[config.mk]
export PLATFORM = sky130hd
export DESIGN_NAME = move_cmd_sequencer
export DESIGN_NICKNAME = d
export VERILOG_FILES = /design/src/rtl/tour_pkg.sv /design/src/rtl/cmd_fifo.sv /design/src/rtl/move_cmd_sequencer.sv
export SDC_FILE = /design/constraint.sdc
export NUM_CORES = 1
export LEC_CHECK = 0
export BUFFER_PORTS_ARGS = -buffer_cell sky130_fd_sc_hd__clkbuf_2
export CORE_ASPECT_RATIO = 0.6
export CORE_UTILIZATION = 64
export DETAILED_ROUTE_END_ITERATION = 8
export GPL_ROUTABILITY_DRIVEN = 0
export GPL_TIMING_DRIVEN = 0
export PLACE_DENSITY_LB_ADDON = 0.3
export SLEW_MARGIN = 5
export SYNTH_ARGS = -nofsm -noshare
export SYNTH_HDL_FRONTEND = slang
export SYNTH_SLANG_ARGS = --single-unit
export TNS_END_PERCENT = 100
[constraint.sdc]
create_clock -name clk_i -period 4.45 [get_ports clk_i]
set_input_delay 0.445 -clock clk_i [delete_from_list [all_inputs] [get_ports clk_i]]
set_output_delay 0.445 -clock clk_i [all_outputs]
set_load 0.03 [all_outputs]
[src/rtl/tour_pkg.sv]
// Shared types and constants for the Knight tour command sequencer.
//   seq_state_t   : sequencer FSM states
//   err_code_t    : error code reported on err_code_o
//   POS_ACK_DEF   : response byte meaning "command accepted"
//   TMO_CLKS_DEF  : default response timeout in clocks
//   OP_*          : command opcodes carried in cmd[15:12]
package tour_pkg;

    typedef enum logic [2:0] {
        IDLE,
        SEND,
        WAIT_SNT,
        WAIT_RESP,
        DONE,
        ERR
    } seq_state_t;

    typedef logic [1:0] err_code_t;

    localparam err_code_t ERR_NONE    = 2'b00;
    localparam err_code_t ERR_BAD_ACK = 2'b01;
    localparam err_code_t ERR_TIMEOUT = 2'b10;
    localparam err_code_t ERR_ABORTED = 2'b11;

    localparam int unsigned CMD_W = 16;
    localparam int unsigned TMO_W = 27;

    localparam logic [7:0]       POS_ACK_DEF  = 8'hA5;
    localparam logic [TMO_W-1:0] TMO_CLKS_DEF = 27'd67108863;

    localparam logic [3:0] OP_CAL_GYRO = 4'h2;
    localparam logic [3:0] OP_MOVE     = 4'h4;
    localparam logic [3:0] OP_FANFARE  = 4'h5;

    function automatic logic [3:0] cmd_opcode(input logic [CMD_W-1:0] cmd);
        return cmd[CMD_W-1:CMD_W-4];
    endfunction

endpackage

[src/rtl/cmd_fifo.sv]
// Synchronous command FIFO, DEPTH x W.
//   clk_i, rst_i   : clock, synchronous active-high reset
//   flush_i        : empty the FIFO (wins over push/pop in the same clock)
//   push_i/data_i  : enqueue; dropped silently when full
//   pop_i          : dequeue; ignored when empty
//   head_o         : oldest entry
//   full_o/empty_o : occupancy flags
module cmd_fifo
    import tour_pkg::*;
#(
    parameter int unsigned DEPTH = 8,
    parameter int unsigned W     = CMD_W
) (
    input  logic         clk_i,
    input  logic         rst_i,
    input  logic         flush_i,
    input  logic         push_i,
    input  logic [W-1:0] push_data_i,
    input  logic         pop_i,
    output logic [W-1:0] head_o,
    output logic         full_o,
    output logic         empty_o
);

    localparam int unsigned AW = $clog2(DEPTH);

    // One extra pointer bit separates full from empty when the indices match.
    logic [AW:0]  wr_ptr_q, wr_ptr_d;
    logic [AW:0]  rd_ptr_q, rd_ptr_d;
    logic [W-1:0] mem_q [DEPTH];
    logic         do_push;
    logic         do_pop;

    assign full_o  = (wr_ptr_q[AW] != rd_ptr_q[AW]) && (wr_ptr_q[AW-1:0] == rd_ptr_q[AW-1:0]);
    assign empty_o = (wr_ptr_q == rd_ptr_q);
    assign head_o  = mem_q[rd_ptr_q[AW-1:0]];

    assign do_push = push_i && !full_o;
    assign do_pop  = pop_i && !empty_o;

    always_comb begin
        wr_ptr_d = wr_ptr_q;
        rd_ptr_d = rd_ptr_q;
        if (flush_i) begin
            wr_ptr_d = '0;
            rd_ptr_d = '0;
        end else begin
            if (do_push) wr_ptr_d = wr_ptr_q + (AW+1)'(1);
            if (do_pop)  rd_ptr_d = rd_ptr_q + (AW+1)'(1);
        end
    end

    always_ff @(posedge clk_i) begin
        if (rst_i) begin
            wr_ptr_q <= '0;
            rd_ptr_q <= '0;
        end else begin
            wr_ptr_q <= wr_ptr_d;
            rd_ptr_q <= rd_ptr_d;
        end
    end

    always_ff @(posedge clk_i) begin
        if (do_push) mem_q[wr_ptr_q[AW-1:0]] <= push_data_i;
    end

endmodule

[src/rtl/move_cmd_sequencer.sv]
// Feeds queued Knight commands to RemoteComm one at a time, waiting for a
// positive ack before sending the next; aborts on bad ack, timeout or abort_i.
//   clk_i, rst_i            : clock, synchronous active-high reset
//   push_i, push_cmd_i      : enqueue a command (dropped when full_o)
//   full_o, empty_o         : command FIFO flags
//   start_i                 : begin draining the FIFO (from IDLE/DONE/ERR)
//   abort_i                 : flush FIFO; mid-tour, stop after current ack
//   cmd_o, snd_cmd_o        : command word and one-clock send strobe
//   cmd_snt_i               : RemoteComm finished transmitting
//   resp_rdy_i, resp_i      : response byte strobe and value
//   busy_o, done_o, err_o   : tour status (done/err held until start/rst)
//   err_code_o              : 00 none, 01 bad ack, 10 timeout, 11 aborted
//   n_acked_o               : positive acks since last start (saturating)
//
// state     | meaning
// IDLE      | after reset, waiting for start
// SEND      | pop FIFO head into cmd, strobe snd_cmd
// WAIT_SNT  | waiting for RemoteComm to finish transmitting
// WAIT_RESP | waiting for response byte, timeout running
// DONE      | FIFO drained, every command acked
// ERR       | tour stopped: bad ack, timeout or abort
module move_cmd_sequencer
    import tour_pkg::*;
#(
    parameter int unsigned      DEPTH    = 8,
    parameter logic [7:0]       POS_ACK  = POS_ACK_DEF,
    parameter logic [TMO_W-1:0] TMO_CLKS = TMO_CLKS_DEF
) (
    input  logic             clk_i,
    input  logic             rst_i,
    input  logic             push_i,
    input  logic [CMD_W-1:0] push_cmd_i,
    output logic             full_o,
    output logic             empty_o,
    input  logic             start_i,
    input  logic             abort_i,
    output logic [CMD_W-1:0] cmd_o,
    output logic             snd_cmd_o,
    input  logic             cmd_snt_i,
    input  logic             resp_rdy_i,
    input  logic [7:0]       resp_i,
    output logic             busy_o,
    output logic             done_o,
    output logic             err_o,
    output logic [1:0]       err_code_o,
    output logic [7:0]       n_acked_o
);

    seq_state_t       state_q, state_d;
    logic [CMD_W-1:0] cmd_q, cmd_d;
    logic             snd_q, snd_d;
    logic             done_q, done_d;
    logic             err_q, err_d;
    err_code_t        code_q, code_d;
    logic [7:0]       nack_q, nack_d;
    logic             abort_pend_q, abort_pend_d;
    logic [TMO_W-1:0] tmo_q, tmo_d;

    logic [CMD_W-1:0] fifo_head;
    logic             fifo_full;
    logic             fifo_empty;
    logic             fifo_pop;
    logic             is_busy;

    cmd_fifo #(
        .DEPTH (DEPTH),
        .W     (CMD_W)
    ) u_fifo (
        .clk_i       (clk_i),
        .rst_i       (rst_i),
        .flush_i     (abort_i),
        .push_i      (push_i),
        .push_data_i (push_cmd_i),
        .pop_i       (fifo_pop),
        .head_o      (fifo_head),
        .full_o      (fifo_full),
        .empty_o     (fifo_empty)
    );

    assign is_busy = (state_q == SEND) || (state_q == WAIT_SNT) || (state_q == WAIT_RESP);

    always_comb begin
        state_d      = state_q;
        cmd_d        = cmd_q;
        snd_d        = 1'b0;
        done_d       = done_q;
        err_d        = err_q;
        code_d       = code_q;
        nack_d       = nack_q;
        abort_pend_d = abort_pend_q;
        tmo_d        = tmo_q;
        fifo_pop     = 1'b0;

        if (is_busy && abort_i) abort_pend_d = 1'b1;

        case (state_q)
            IDLE, DONE, ERR: begin
                if (start_i) begin
                    done_d       = 1'b0;
                    err_d        = 1'b0;
                    code_d       = ERR_NONE;
                    nack_d       = 8'd0;
                    abort_pend_d = 1'b0;
                    // An abort in the same clock flushes the FIFO, so treat it as empty.
                    if (fifo_empty || abort_i) begin
                        state_d = DONE;
                        done_d  = 1'b1;
                    end else begin
                        state_d = SEND;
                    end
                end
            end
            SEND: begin
                cmd_d    = fifo_head;
                fifo_pop = 1'b1;
                snd_d    = 1'b1;
                state_d  = WAIT_SNT;
            end
            WAIT_SNT: begin
                if (cmd_snt_i) begin
                    // Down-counter: TMO_CLKS WAIT_RESP clocks are allowed for the response.
                    tmo_d   = TMO_CLKS - TMO_W'(1);
                    state_d = WAIT_RESP;
                end
            end
            WAIT_RESP: begin
                if (resp_rdy_i) begin
                    if (resp_i == POS_ACK) begin
                        nack_d = (nack_q == 8'hFF) ? nack_q : nack_q + 8'd1;
                        if (abort_pend_q || abort_i) begin
                            state_d      = ERR;
                            err_d        = 1'b1;
                            code_d       = ERR_ABORTED;
                            abort_pend_d = 1'b0;
                        end else if (!fifo_empty) begin
                            state_d = SEND;
                        end else begin
                            state_d = DONE;
                            done_d  = 1'b1;
                        end
                    end else begin
                        state_d      = ERR;
                        err_d        = 1'b1;
                        code_d       = ERR_BAD_ACK;
                        abort_pend_d = 1'b0;
                    end
                end else if (tmo_q == '0) begin
                    state_d      = ERR;
                    err_d        = 1'b1;
                    code_d       = ERR_TIMEOUT;
                    abort_pend_d = 1'b0;
                end else begin
                    tmo_d = tmo_q - TMO_W'(1);
                end
            end
            default: state_d = IDLE;
        endcase
    end

    always_ff @(posedge clk_i) begin
        if (rst_i) begin
            state_q      <= IDLE;
            cmd_q        <= '0;
            snd_q        <= 1'b0;
            done_q       <= 1'b0;
            err_q        <= 1'b0;
            code_q       <= ERR_NONE;
            nack_q       <= 8'd0;
            abort_pend_q <= 1'b0;
            tmo_q        <= '0;
        end else begin
            state_q      <= state_d;
            cmd_q        <= cmd_d;
            snd_q        <= snd_d;
            done_q       <= done_d;
            err_q        <= err_d;
            code_q       <= code_d;
            nack_q       <= nack_d;
            abort_pend_q <= abort_pend_d;
            tmo_q        <= tmo_d;
        end
    end

    assign full_o     = fifo_full;
    assign empty_o    = fifo_empty;
    assign cmd_o      = cmd_q;
    assign snd_cmd_o  = snd_q;
    assign busy_o     = is_busy;
    assign done_o     = done_q;
    assign err_o      = err_q;
    assign err_code_o = code_q;
    assign n_acked_o  = nack_q;

endmodule

* Word level (Yosys, flattened, before mapping) *
Memory sizes are Yosys's and may differ from the RTL's. A register that Yosys moved wholly into a read port is not among the register bits.
Index checks and enable logic that the tools add are counted.

cells by class
  equal/unequal tests = 21
  reduce and logical (&&, ||, !) cells = 21
  multiplexer cells = 47
  add/sub/neg operators = 4

operators with widths
  operator                                                count
  two-way mux 27 bit                                      3
  case mux 27 bit (2 select lines)                        1
  two-way mux 8 bit                                       4
  zero test 27 bit                                        1
  subtractor 27 x 1 -> 27 bit (second input constant)     1
  two-way mux 3 bit                                       8
  two-way mux 1 bit                                       20
  == test 8 bit (second input constant)                   2
  inequality test 2 bit (second input constant)           8
  case mux 8 bit (2 select lines)                         1
  case mux 3 bit (4 select lines)                         1
  two-way mux 2 bit                                       5
  adder 4 x 1 -> 4 bit (second input constant)            2
  adder 8 x 1 -> 8 bit (second input constant)            1
  AND reduction 4 bit                                     2
  == test 3 x 2 -> 1 bit (second input constant)          2
  == test 3 bit (second input constant)                   2
  case mux 1 bit (2 select lines)                         3
  AND reduction 6 bit                                     1
  AND reduction 5 bit                                     1
  == test 4 bit                                           1
  logical AND 1 bit                                       4
  logical OR 1 bit                                        4
  inequality test 4 x 3 -> 1 bit (second input constant)  1
  other kinds (12)                                        14

word-level totals
  memories = 1
  register bits = 52
  input bits = 31
  bits in writable memories = 128

memory list
  memory        words  width  rd ports  clocked after memory_dff  wr ports  line            source
  u_fifo.mem_q  8      16     1         1                         1         cmd_fifo.sv:30  logic [W-1:0] mem_q [DEPTH];

* Depth between registers and ports, before layout *
  depth after elaboration = 9
  gate-level depth with buffers = 9

* Modules after synthesis *
Synthesis repeated with hierarchy kept, for this count alone.

unflattened totals
  cells, all modules = 622
  area total of the unflattened synthesis = 8702.1 um^2

modules (own cells, without submodules)
  module              instances  sequential area each (um^2)  cells each  area each (um^2)
  cmd_fifo            1          4063.9                       271         5715.5
  move_cmd_sequencer  1          1201.2                       351         2986.6

* Worst setup path after synthesis *
OpenSTA, ideal clock, no wires.

  path type = register to register
  start = register u_fifo.rd_ptr_q[2]
  end = memory u_fifo.mem_q[4][0] in the netlist's numbering (enable)
  setup time = 0.409 ns
  stages on the path, launching flop included = 6
  data required time = 4.041 ns
  data arrival time = 2.609 ns
  slack = 1.431 ns
  cells stage by stage = dfxtp_1 -> clkbuf_1 -> xnor2_1 -> a41o_1 -> or2_2 -> nor3_1

between the ends
  longest elaborated chain between the ends = 6

RTL lines
  what                                     line            source
  from (decl)                              cmd_fifo.sv:29  logic [AW:0] rd_ptr_q, rd_ptr_d;
  from (signal assigned)                   cmd_fifo.sv:59  rd_ptr_q <= rd_ptr_d;
  == test 3 bit                            cmd_fifo.sv:34  assign full_o = (wr_ptr_q[AW] != rd_ptr_q[AW]) && (wr_ptr_q[AW-1:0] == rd_ptr_q[AW-1:0]);
  logical AND 1 bit                        cmd_fifo.sv:34
  zero test 1 bit                          cmd_fifo.sv:38  assign do_push = push_i && !full_o;
  logical AND 1 bit                        cmd_fifo.sv:38
  two-way mux 1 bit                        cmd_fifo.sv:64  if (do_push) mem_q[wr_ptr_q[AW-1:0]] <= push_data_i;
  two-way mux 1 bit (not written as such)  cmd_fifo.sv:64
  to (decl)                                cmd_fifo.sv:30

No other way between the ends.

* Worst setup path after layout *
  start = register u_fifo.rd_ptr_q[2]
  end = memory u_fifo.mem_q[4][2] in the netlist's numbering (enable)

The elaborated chain is that of the path after synthesis.

==> impl_metrics.yaml <==
logic_synthesis:
  synth_area_leaders: "edfxtp_1 (47%), dfxtp_1 (17%), mux4_2 (8.8%)"
  ys_seq_elements: 196
  synth_area_per_cell_um2: 14.1
  synthArstFlopShare_pct: 0
  synth_top_cell_area_share_pct: 47.2
  synth_edf_count: 128
  ys_types: 59
  synth_cells: 579
  synth.net_count: 614
  synth_flop_cell: "edfxtp_1"
  ys_seq_area_share_pct: 63.9
  syn_area_um2: 8150
  synth_warnings: 0
  synth_top_cell_by_area: "edfxtp_1"
detailed_routing:
  drt_iter0_drc: 671
  vias_per_cell: 6.53
  wire_per_inst_um: 21.8
  drc: 0
  vias: 5517
  ant_nets: 0
  drt_first_pass_iters: 5
  wirelength_um: 18400
cts:
  clkLatencyLatePin_ns: 0.43
  clk_path_buf_depth: 2
  cts_tree: "built"
  holdBufCountCts: 0
  cts.repair.resized: 0
  clkSinkCount: 196
  cts_root_buffer: "clkbuf_16"
  path_clk_slew_ns: 0.07
  htreeDepth: 4
  cts_setup_buffers: 0
  cts_made_buffers: 17
sta:
  setup_tns_ns: 0
  fin_crit_ns: 3.09
  tightest_slew_ns: 0.960
  drv_slew: 0
  setup_viol: 0
  fmax_ghz: 0.323
  holdWs_ns: 0.279
  fin_crit_sh_pct: 69.5
  finalHoldViolCount: 0
  slew_headroom_pct: 35.6
  rsz0062_at_grt: "false"
  skew_ns: 0.00957
final_layout:
  nNetsFinal: 702
  mostFrequentLayoutCell: "edfxtp_1"
  fillCellCount: 722
  drive_above_1_share_pct: 23.4
  layout_common_cells: "edfxtp_1 (128), dfxtp_1 (68), clkbuf_2 (61)"
  diodes: 0
  syn_to_final_growth_pct: 15.1
critical_path:
  r2r_setup_slack_ns: 1.36
  critPathLaunchType: "flip-flop"
  cp_max_fo: 10
  cp-startpoint: "u_fifo.rd_ptr_q[2]"
  r2r_start: "u_fifo.rd_ptr_q[2]"
  crit_path_end: "u_fifo.mem_q[4][2]"
  reg2reg_depth: 6
  crit_path_end_kind: "flip-flop"
  r2r-end: "u_fifo.mem_q[4][2]"
  required_ns: 4.59
  critPathArrivalTime_ns: 3.23
  path_class: "reg2reg"
power_and_ir_drop:
  power.switching_mw: 0.869
  cellLeakagePower_nw: 3.12
  combPwrFrac_pct: 4.8
  p_per_area_nw_per_um2: 393
  p_total_mw: 3.69
  seqPwrFrac_pct: 53.4
  power.share.clock_pct: 41.7
  switching_share_pct: 23.6
  ir_drop_uv: 258
  intPower_mw: 2.82
die:
  start_util_pct: 66.7
  die_w_um: 148
  core-area_um2: 12200
  rows: 31
  dieArea_um2: 13200
  ios: 63
  dieHeight_um: 89.4
global_routing:
  grt_max_degree: 20
  grt_overflow: 0
  grt_pass1_vias: 5185
  antenna_found_initial: 0
  grt_pass1_wl_um: 28200
  grt.total_usage_pct: 29.6
placed_design:
  port_buffers: 61
  hpwl_um: 12400
run:
  maxCapViolCount: 0
min_path:
  hold_class: "in2reg"
run_status:
  status: "complete, no violations"
## worst min path at each step
stage | startpoint | depth (start not counted) | end
after detailed placement | err_o | 2 | err_o
after floorplan | tmo_q[26] | 2 | tmo_q[26]
after global routing | push_cmd_i[6] | 1 | u_fifo.mem_q[2][6]
after global placement | tmo_q[26] | 2 | tmo_q[26]
after CTS | push_cmd_i[6] | 1 | u_fifo.mem_q[2][6]
final | push_cmd_i[11] | 1 | u_fifo.mem_q[6][11]
## layout make-up
cell class | instances | area (um2) | share of cell area (%)
Timing Repair Buffer | 69 | 407 | 4.34
Clock buffer | 17 | 425 | 4.54
Clock inverter | 15 | 163 | 1.73
Multi-Input combinational cell | 340 | 2790 | 29.7
Inverter | 12 | 45.0 | 0.480
Tap cell | 165 | 206 | 2.20
Sequential cell | 196 | 5200 | 55.5
Buffer | 31 | 136 | 1.45
## sequential cells by signal, indices dropped and copies added, names as in the netlist
signal           count
abort_pend_q         1
cmd_o               16
done_o               1
err_code_o           2
err_o                1
n_acked_o            8
snd_cmd_o            1
state_q              3
tmo_q               27
u_fifo.mem_q       128
u_fifo.rd_ptr_q      4
u_fifo.wr_ptr_q      4
## cells in the mapped netlist (2+ instances only)
cell type / instances
a31oi_1: 11
nand4_1: 6
a211oi_1: 18
o31ai_1: 9
o32ai_1: 2
a2111oi_4: 2
xor2_1: 18
nor4_1: 4
buf_2: 4
a21oi_1: 24
nor2_1: 53
o21ai_0: 12
nand3_1: 12
mux2i_1: 18
dfxtp_1: 68
mux4_2: 32
and3_1: 4
inv_1: 12
or4_1: 10
nand2b_1: 14
nor3_1: 13
o211ai_1: 4
buf_1: 4
clkbuf_1: 21
buf_6: 2
edfxtp_1: 128
or3b_1: 2
xnor2_1: 7
nand2_1: 11
a311oi_1: 7
ha_1: 4
or3_1: 11
or2_2: 5
a2111oi_0: 2
## metrics by stage
step | setup WS [ns] | instance area [um2] | utilization (%) | std cells
after floorplan | 1.43 | 8150 | - | 579
after global placement | 0.0834 | 8660 | 70.9 | 805
after detailed placement | 1.36 | 8790 | 71.9 | 813
after CTS | 1.35 | 9380 | 76.7 | 845
after global routing | 1.19 | 9380 | 76.7 | 845
final | 1.36 | 9380 | 76.7 | 845
## layer usage
| metal | global-route usage (%) | up-vias | share of wire, % |
|---|---|---|---|
| li1 | - | 2454 | - |
| met1 | 42.2 | 2720 | 42 |
| met2 | 45.8 | 321 | 46 |
| met3 | 7.14 | 22 | 11 |
| met4 | 9.18 | 0 | 1.1 |
| met5 | 0 | - | 0 |
## kinds of logic after synthesis
family | share of synthesized area (%)
adders and majority gates | 0.614
muxes | 11.1
xor gates and xnor gates | 2.69
AOI/OAI and AO/OA | 9.31
buffers and inverters | 2.23
DFF | 63.9
and+or+nand+nor | 10.2
## worst max-delay path, stage by stage, from the launching register on
cell      delay (ns)
dfxtp_1         0.32
clkbuf_1        0.57
xnor2_1         0.21
a41o_1          0.37
or2_2           0.35
nor3_2          0.70
buf_6           0.27
## power groups by stage
| stage | registers [mW] | logic (mW) | clock network (mW) |
|---|---|---|---|
| finish | 1.97 | 0.179 | 1.54 |
| global route | 1.97 | 0.192 | 1.61 |
| CTS | 1.97 | 0.175 | 1.55 |
| detailed placement | 2.01 | 0.172 | 0 |
| global placement | 2.01 | 0.158 | 0 |
| floorplan | 2.02 | 0.0965 | 0 |
Note: power is estimated with default switching activity, not from simulation.
